==> config.mk <==
export PLATFORM = sky130hd
export DESIGN_NAME = ad9361_tdd_ctrl
export DESIGN_NICKNAME = d
export VERILOG_FILES = /design/src/rtl/ad9361_tdd_pkg.sv /design/src/rtl/ad9361_tdd_sync_det.sv /design/src/rtl/ad9361_tdd_ctrl.sv
export SDC_FILE = /design/constraint.sdc
export NUM_CORES = 1
export LEC_CHECK = 0
export ABC_AREA = 0
export CORE_MARGIN = 2
export CORE_UTILIZATION = 28
export DETAILED_ROUTE_END_ITERATION = 12
export DONT_BUFFER_PORTS = 1
export PLACE_DENSITY = 0.5
export SYNTH_ARGS = -nofsm -noshare
export SYNTH_HDL_FRONTEND = slang
export SYNTH_SLANG_ARGS = --single-unit
==> constraint.sdc <==
create_clock -name axi_aclk -period 2.63 [get_ports axi_aclk]
set_input_delay 0.526 -clock axi_aclk [delete_from_list [all_inputs] [get_ports axi_aclk]]
set_output_delay 0.526 -clock axi_aclk [all_outputs]
set_load 0.01 [all_outputs]
==> src/rtl/ad9361_tdd_pkg.sv <==
// ============================================================================
// Module      : ad9361_tdd_pkg
// Description : Shared state encoding and default constants for the AD9361
//               TDD controller.
// Revision    : 1.0 - initial release
// ============================================================================
`default_nettype none

package ad9361_tdd_pkg;

    localparam int c_DEF_CNT_WIDTH      = 24;
    localparam int c_DEF_SYNC_PULSE_LEN = 4;

    typedef enum logic [1:0] {
        ST_IDLE  = 2'd0,
        ST_ARMED = 2'd1,
        ST_RUN   = 2'd2
    } tdd_state_t;

endpackage

`default_nettype wire

==> src/rtl/ad9361_tdd_sync_det.sv <==
// ============================================================================
// Module      : ad9361_tdd_sync_det
// Description : Two-flop synchroniser for the external TDD sync input followed
//               by a registered rising-edge detector.
// Revision    : 1.0 - initial release
// ============================================================================
`default_nettype none

module ad9361_tdd_sync_det (
    input  logic clk,
    input  logic rst,
    input  logic i_sync,
    output logic o_rise
);

    logic r_meta;
    logic r_sync;
    logic r_sync_d;
    logic r_rise;

    // The rise pulse is registered so the edge-to-RUN latency is three cycles.
    always_ff @(posedge clk) begin
        if (rst) begin
            r_meta   <= 1'b0;
            r_sync   <= 1'b0;
            r_sync_d <= 1'b0;
            r_rise   <= 1'b0;
        end else begin
            r_meta   <= i_sync;
            r_sync   <= r_meta;
            r_sync_d <= r_sync;
            r_rise   <= r_sync & ~r_sync_d;
        end
    end

    assign o_rise = r_rise;

endmodule

`default_nettype wire

==> src/rtl/ad9361_tdd_ctrl.sv <==
// ============================================================================
// Module      : ad9361_tdd_ctrl
// Description : Frame-based TDD sequencer driving AD9361 ENABLE/TXNRX pins,
//               master or slave to an external sync. Optional sync pulse
//               output is built only with AD9361_TDD_SYNC_OUT_EN defined.
// Revision    : 1.0 - initial release
// ============================================================================
`default_nettype none

module ad9361_tdd_ctrl
    import ad9361_tdd_pkg::*;
#(
    parameter int NUM_DEV        = 2,
    parameter int CNT_WIDTH      = c_DEF_CNT_WIDTH,
    parameter int SYNC_PULSE_LEN = c_DEF_SYNC_PULSE_LEN
) (
    input  logic                 axi_aclk,
    input  logic                 axi_areset,
    input  logic                 ctrl_en,
    input  logic                 ctrl_sync_ext,
    input  logic [NUM_DEV-1:0]   ctrl_dev_mask,
    input  logic [CNT_WIDTH-1:0] ctrl_frame_len,
    input  logic [CNT_WIDTH-1:0] ctrl_rx_on,
    input  logic [CNT_WIDTH-1:0] ctrl_rx_off,
    input  logic [CNT_WIDTH-1:0] ctrl_tx_on,
    input  logic [CNT_WIDTH-1:0] ctrl_tx_off,
    input  logic                 tdd_sync_i,
    output logic                 tdd_sync_o,
    output logic                 tdd_sync_t,
    output logic [NUM_DEV-1:0]   enable,
    output logic [NUM_DEV-1:0]   txnrx,
    output logic [CNT_WIDTH-1:0] frame_cnt,
    output logic                 busy
);

    tdd_state_t           r_state;
    logic [CNT_WIDTH-1:0] r_frame_cnt;
    logic [CNT_WIDTH-1:0] r_frame_len;
    logic [CNT_WIDTH-1:0] r_rx_on;
    logic [CNT_WIDTH-1:0] r_rx_off;
    logic [CNT_WIDTH-1:0] r_tx_on;
    logic [CNT_WIDTH-1:0] r_tx_off;
    logic                 r_sync_ext;
    logic [NUM_DEV-1:0]   r_mask;
    logic [NUM_DEV-1:0]   r_enable;
    logic [NUM_DEV-1:0]   r_txnrx;

    logic w_sync_rise;
    logic w_rx_act;
    logic w_tx_act;

    ad9361_tdd_sync_det u_sync_det (
        .clk    (axi_aclk),
        .rst    (axi_areset),
        .i_sync (tdd_sync_i),
        .o_rise (w_sync_rise)
    );

    // Windows do not wrap: on >= off yields an empty window.
    assign w_rx_act = (r_frame_cnt >= r_rx_on) && (r_frame_cnt < r_rx_off);
    assign w_tx_act = (r_frame_cnt >= r_tx_on) && (r_frame_cnt < r_tx_off);

    always_ff @(posedge axi_aclk) begin
        if (axi_areset) begin
            r_state     <= ST_IDLE;
            r_frame_cnt <= '0;
            r_frame_len <= '0;
            r_rx_on     <= '0;
            r_rx_off    <= '0;
            r_tx_on     <= '0;
            r_tx_off    <= '0;
            r_sync_ext  <= 1'b0;
            r_mask      <= '0;
            r_enable    <= '0;
            r_txnrx     <= '0;
        end else if (!ctrl_en) begin
            r_state     <= ST_IDLE;
            r_frame_cnt <= '0;
            r_enable    <= '0;
            r_txnrx     <= '0;
        end else begin
            case (r_state)
                ST_IDLE: begin
                    r_frame_len <= ctrl_frame_len;
                    r_rx_on     <= ctrl_rx_on;
                    r_rx_off    <= ctrl_rx_off;
                    r_tx_on     <= ctrl_tx_on;
                    r_tx_off    <= ctrl_tx_off;
                    r_sync_ext  <= ctrl_sync_ext;
                    r_mask      <= ctrl_dev_mask;
                    r_frame_cnt <= '0;
                    r_enable    <= '0;
                    r_txnrx     <= '0;
                    r_state     <= ctrl_sync_ext ? ST_ARMED : ST_RUN;
                end
                ST_ARMED: begin
                    r_frame_cnt <= '0;
                    r_enable    <= '0;
                    r_txnrx     <= '0;
                    if (w_sync_rise) begin
                        r_state <= ST_RUN;
                    end
                end
                ST_RUN: begin
                    if (r_sync_ext && w_sync_rise) begin
                        r_frame_cnt <= '0;
                    end else if (r_frame_cnt == r_frame_len) begin
                        r_frame_cnt <= '0;
                    end else begin
                        r_frame_cnt <= r_frame_cnt + 1'b1;
                    end
                    r_enable <= r_mask & {NUM_DEV{w_rx_act | w_tx_act}};
                    r_txnrx  <= r_mask & {NUM_DEV{w_tx_act}};
                end
                default: begin
                    r_state     <= ST_IDLE;
                    r_frame_cnt <= '0;
                    r_enable    <= '0;
                    r_txnrx     <= '0;
                end
            endcase
        end
    end

    assign frame_cnt = r_frame_cnt;
    assign enable    = r_enable;
    assign txnrx     = r_txnrx;
    assign busy      = (r_state != ST_IDLE);

`ifdef AD9361_TDD_SYNC_OUT_EN
    localparam logic [CNT_WIDTH-1:0] c_PULSE_LEN = CNT_WIDTH'(SYNC_PULSE_LEN);

    logic r_sync_o;

    // Pulse aligned with the enable/txnrx pipeline: high for the first
    // SYNC_PULSE_LEN counts of each frame.
    always_ff @(posedge axi_aclk) begin
        if (axi_areset || !ctrl_en) begin
            r_sync_o <= 1'b0;
        end else begin
            r_sync_o <= (r_state == ST_RUN) && !r_sync_ext &&
                        (r_frame_cnt < c_PULSE_LEN);
        end
    end

    assign tdd_sync_o = r_sync_o;
    assign tdd_sync_t = ~(busy & ~r_sync_ext);
`else
    assign tdd_sync_o = 1'b0;
    assign tdd_sync_t = 1'b1;
`endif

endmodule

`default_nettype wire

==> flow_summary.toml, run 1 <==
[run_status]
status = "finished clean"

[floorplan]
dieArea_um2 = 30320
fp.dieW_um = 174.1
row_count = 62
dieHeight_um = 174.1
boundaryPins = 158
initial_utilization_pct = 28.32
core_um2 = 28630

[placed_design]
portBuffers = 0
place_ws_ns = 0.2758
gp_congestion = 0.8184
dpl.hpwl_um = 19100

[clock_network]
cts.clk_slew.worst_paths_ns = 0.07
post-cts-setup-buffer-count = 0
htree_levels = 4
clockBufferDepth = 2
clk_latency_ns = 0.43
cts-buffers-inserted = 17
root_buffer = "clkbuf_16"
numClockSinks = 157
cts-hold-fix-buffers = 0
cts_tree = "built"
cts_resized = 0

[yosys]
avgSynthCellArea_um2 = 7.786
ys_types = 45
netlist_area_um2 = 8105
synth_ff_type = "dfxtp_1"
yosysTopAreaCell = "dfxtp_1"
synth_seq_cells = 157
yosysSeqAreaShare_pct = 38.78
synth_area_leaders = "dfxtp_1, ha_1, nand2_1"
syn_inst = 1041
synth_top_area_share_pct = 38.78
synth-edff-count = 0
yosys_warnings = 0
syn-num-nets = 1263
yosys-top-cells-count = "nand2_1, dfxtp_1, a21oi_1, inv_1, ha_1"
async_flop_share_pct = 0
post-synth-top-count-cell = "nand2_1"

[global_routing]
antenna_found_initial = 0
grt_pass1_vias = 6700
grt_max_degree = 128
grt-ovfl-total = 0
grt_pass1_wl_um = 38780
grt_usage_pct = 16.77

[routing]
drt_iter0_drc = 480
wl_per_cell_um = 17.36
antenna_left = 0
wirelength_um = 25210
dr.pass1.iters = 5
vias_per_cell = 4.732
vias = 6871
drc_errors = 0

[power_and_ir_drop]
cellLeakagePower_nw = 4.025
p_per_area_nw_per_um2 = 598.0
ir_worst_vdd_v = 0.0003903

[timing]
drv_slew = 0
fin_skew_ns = 0.01287
rsz0062_at_grt = "no"
setup_tns_ns = 0
post-route-period-util_pct = 88.44
max_freq_ghz = 0.4299
finalHoldViolCount = 0
worst_pin_slew_ns = 0.6631
final-setup-viol-count = 0
slew_headroom_pct = 55.79
finalCriticalPeriod_ns = 2.326
finalWorstSetupSlack_ns = 0.3040

[final_layout]
drive_above_1_share_pct = 7.772
postLayoutCoreUtil_pct = 32.51
area_growth_pct = 14.82
final_net_count = 1277
diodes = 0

[critical_path]
crit_path_start_kind = "flip-flop"
crit_path_max_fanout = 6
worstPathRequired_ns = 3.00
r2r_slack_ns = 0.30
cp-end-kind = "flip-flop"
path_class = "flip-flop to flip-flop"
critical_path_arrival_ns = 2.70

[flow_run]
drv_cap = 0

[worst_hold_path]
hp-class = "primary input to flip-flop"
==> area by class of cell <==
type | count | area, um^2
repair buffers | 42 | 327.8
inverters | 97 | 364.1
clock inverters | 10 | 103.9
clock buffers | 22 | 474.2
well taps | 384 | 480.5
flip-flops and latches | 157 | 3143
multi-input cells | 740 | 4413
fillers | 3077 | 19320
==> report_power, final <==
group / internal, mW / switching [mW]
Sequential: 2.50 / 0.0732
Clock: 1.40 / 1.07
Combinational: 0.193 / 0.329
==> sequential cells by signal, indices dropped and copies added (netlist names) <==
| signal | cells |
|---|---|
| r_tx_on | 24 |
| u_sync_det.r_sync | 1 |
| r_tx_off | 24 |
| txnrx | 2 |
| r_rx_on | 24 |
| r_state | 2 |
| r_mask | 2 |
| r_sync_ext | 1 |
| u_sync_det.o_rise | 1 |
| u_sync_det.r_meta | 1 |
| frame_cnt | 24 |
| r_rx_off | 24 |
| u_sync_det.r_sync_d | 1 |
| enable | 2 |
| r_frame_len | 24 |
==> logic make-up after synthesis <==
logic type      after synthesis  synth area share (%)
fa+ha+maj                    95                 14.67
flops                       157                 38.78
compound gates              214                 14.67
simple gates                385                 20.15
buf+inv                     144                 6.900
other cells                   2               0.09266
xor+xnor                     44                 4.755
==> through the flow <==
| stage | area [um^2] | instances | power, mW | hold slack [ns] |
|---|---|---|---|---|
| finish | 9306 | 1452 | 5.565 | 0.1784 |
| global route | 9306 | 1452 | 5.832 | 0.1610 |
| CTS | 9306 | 1452 | 5.630 | 0.1623 |
| detailed placement | 8728 | 1420 | 3.154 | 0.3735 |
| global placement | 8728 | 1420 | 3.146 | 0.3709 |
| floorplan | 8105 | 1041 | 3.020 | 0.3674 |
==> worst max-delay path: stages, from the launching register on <==
cell       delay (ns)
dfxtp_1          0.60
ha_1             0.32
a21oi_1          0.17
nor2_1           0.07
a2111oi_0        0.41
buf_4            0.19
a211o_1          0.11
o211a_2          0.21
and3_2           0.18
==> layer usage <==
layer / part of all wire [%] / up-vias / routed length [um] / global-route usage, %
li1: - / 3474 / - / -
met1: 48 / 3189 / 12010 / 22.86
met2: 46 / 195 / 11530 / 26.94
met3: 5.5 / 13 / 1385 / 3.806
met4: 1.1 / 0 / 289 / 3.922
met5: 0 / - / 0 / 0
==> cell usage in the layout (no fill, tap or decap), drive strengths merged, types with 3 or more instances in the layout <==
cell type	n
nor2	41
dfxtp	157
clkbuf	22
o211ai	3
o21ai	20
a21oi	156
inv	101
a21o	11
nand4	18
nand2b	4
and3	7
nand2	272
nand3	15
ha	95
buf	42
nor3	6
o211a	4
xnor2	6
xor2	38
a31oi	3
a2111oi	4
clkinv	5
or2	3
nor4	8
a211oi	3
nor2b	5
==> worst paths after layout <==
path / startpoint / end / cells past startpoint
worst max-delay path: frame_cnt[5]$_SDFF_PP0_ / txnrx[0]$_SDFF_PP0_ / 8
worst min-delay path: axi_areset / r_tx_off[15]$_SDFFE_PP0P_ / 1
worst max register to register: frame_cnt[5]$_SDFF_PP0_ / txnrx[0]$_SDFF_PP0_ / 8
worst min register to register: u_sync_det.r_sync_d$_SDFF_PP0_ / u_sync_det.o_rise$_SDFF_PP0_ / 1
No activity file was read; power rests on OpenSTA's default activity.
==> run 2, diff against run 1 <==
--- a/config.mk
+++ b/config.mk
@@ -5,7 +5,6 @@
 export SDC_FILE = /design/constraint.sdc
 export NUM_CORES = 1
 export LEC_CHECK = 0
-export ABC_AREA = 0
 export CORE_MARGIN = 2
 export CORE_UTILIZATION = 28
 export DETAILED_ROUTE_END_ITERATION = 12
@@ -14,3 +13,4 @@
 export SYNTH_ARGS = -nofsm -noshare
 export SYNTH_HDL_FRONTEND = slang
 export SYNTH_SLANG_ARGS = --single-unit
+export TNS_END_PERCENT = 10
==> constraint.sdc (replaced) <==
create_clock -name axi_aclk -period 2.6 [get_ports axi_aclk]
set_input_delay 0.52 -clock axi_aclk [delete_from_list [all_inputs] [get_ports axi_aclk]]
set_output_delay 0.52 -clock axi_aclk [all_outputs]
set_load 0.01 [all_outputs]
==> run 2 against run 1 <==
Net effect:
- hold slack worse by 0.019 ns
- combinational power about the same
- via count down 1.4%
- die area is the same
- setup slack worse by 0.085 ns
- sequential share of layout area barely moved
- routed wire length is 1.8% lower
- utilization about the same
- cell count is essentially flat
- count of clock-buffer cells in the layout down 5
- register-to-register slack lost 0.09 ns
==> flow_summary.toml, run 2 (synthesis gave the netlist of run 1 again) <==
[final_layout]
fillerInstances = 3120
fin_area_um2 = 9315
diodes = 0
postLayoutCoreUtil_pct = 32.54
mostFrequentLayoutCells = "nand2_1, dfxtp_1, a21oi_1"
drive_above_1_share_pct = 8.045
final_net_count = 1278
layout.cells.non_filler = 1453
layout_commonest_cell = "nand2_1"
area_growth_pct = 14.93

[placed_design]
gp_congestion = 0.8004
dp_cells = 1421
portBuffers = 0
place_area_um2 = 8723
dpl.hpwl_um = 19140

[timing]
max_freq_ghz = 0.4199
finalHoldViolCount = 0
rsz0062_at_grt = "no"
drv_slew = 0
post-route-period-util_pct = 91.59
slew_headroom_pct = 54.19
final-setup-viol-count = 0
finalCriticalPeriod_ns = 2.381
worst_pin_slew_ns = 0.6872
fin_skew_ns = 0.01739
setup_tns_ns = 0

[critical_path]
max_stage_delay_ns = 0.54
crit_chain = "buf_4 -> ha_1 -> nand4_1 -> nor4_1 -> o21ai_0 -> a21oi_1 -> o211a_2 -> and3_2"
critical_path_arrival_ns = 2.76
worstPathRequired_ns = 2.98
cp-end-kind = "flip-flop"
r2r_cells = 8
crit_path_max_fanout = 7
crit_path_start_kind = "flip-flop"
path_class = "flip-flop to flip-flop"
cpMaxStageDelayCell = "nor4_1"

[global_routing]
grt_pass1_vias = 6596
grt_pass1_wl_um = 38110
grt-ovfl-total = 0
antenna_found_initial = 0
grt_max_degree = 128
grt_usage_pct = 16.49

[clock_network]
post-cts-setup-buffer-count = 0
htree_levels = 4
cts_resized = 0
cts-hold-fix-buffers = 0
root_buffer = "clkbuf_16"
clk_latency_ns = 0.44
numClockSinks = 157
cts_tree = "built"
clockBufferDepth = 2
cts.clk_slew.worst_paths_ns = 0.07
cts-buffers-inserted = 17

[routing]
dr.pass1.iters = 4
drt_iter0_drc = 377
antenna_left = 0
wirelength_um = 24760
vias = 6775
vias_per_cell = 4.663
drc_errors = 0
wl_per_cell_um = 17.04

[floorplan]
fp.dieW_um = 174.1
initial_utilization_pct = 28.32
boundaryPins = 158
core_um2 = 28630
dieArea_um2 = 30320
dieHeight_um = 174.1
row_count = 62

[run_status]
status = "finished clean"

[power_and_ir_drop]
finalPower_mw = 5.625
p_per_area_nw_per_um2 = 603.8
cellLeakagePower_nw = 4.024
ir_worst_vdd_v = 0.0004310

[worst_hold_path]
min_path_cells = 1
hp-class = "primary input to flip-flop"

[flow_run]
drv_cap = 0
[run 2: cell types whose count changed in the layout (fill, tap and decap cells not counted)]
| cell | previous run | this run |
|---|---|---|
| clkinvlp_4 | 0 | 2 |
| clkinv_4 | 3 | 0 |
| inv_6 | 3 | 4 |
| buf_4 | 41 | 43 |
| clkinv_2 | 2 | 0 |
| buf_12 | 1 | 0 |
| clkinv_8 | 0 | 3 |
| clkbuf_8 | 3 | 0 |
| inv_8 | 1 | 6 |
| clkbuf_1 | 2 | 0 |
| bufinv_16 | 1 | 0 |
[run 2: path summary, 6_finish.rpt]
kind | from | end | slack (ns)
worst max-delay path | frame_cnt[20]$_SDFF_PP0_ | txnrx[0]$_SDFF_PP0_ | 0.22
worst min-delay path | axi_areset | r_tx_off[14]$_SDFFE_PP0P_ | 0.16
worst max register to register | frame_cnt[20]$_SDFF_PP0_ | txnrx[0]$_SDFF_PP0_ | 0.22
worst min register to register | u_sync_det.r_sync_d$_SDFF_PP0_ | u_sync_det.o_rise$_SDFF_PP0_ | 0.37
[run 2: final cells by class]
type / count / area (um^2) / area share [%]
timing repair buffer: 43 / 322.8 / 3.465
sequential: 157 / 3143 / 33.74
multi-input combinational: 740 / 4413 / 47.37
clock buffer: 17 / 425.4 / 4.567
inverter: 97 / 364.1 / 3.909
tap: 384 / 480.5 / 5.158
clock inverter: 15 / 166.4 / 1.786
[run 2: worst max-delay path, delay by kind of cell, from the launching register on]
family / cells / cell delay [ns]
compound gates: 3 / 0.57
fa+ha+maj: 1 / 0.28
buf+inv: 1 / 0.23
flops: 1 / 0.41
simple gates: 3 / 0.83
[run 2: metal layers]
layer,share of wire [%],vias to the layer above,GRT usage (%)
met4,0.93,0,4.342
met2,45,152,26.00
met3,4.9,11,3.106
met1,49,3138,23.07
met5,0,-,0
li1,-,3474,-
[run 2: where the power goes]
group	switching, mW	internal, mW
registers	0.0726	2.53
clock network	1.21	1.30
logic	0.332	0.191
total	1.61	4.01
[run 2: stage by stage]
step / setup slack [ns] / hold WS [ns]
after detailed placement: 0.2468 / 0.3716
after global routing: 0.1225 / 0.1513
after CTS: 0.2215 / 0.1377
final: 0.2186 / 0.1599
after floorplan: 0.3988 / 0.3674
after global placement: 0.2445 / 0.3713
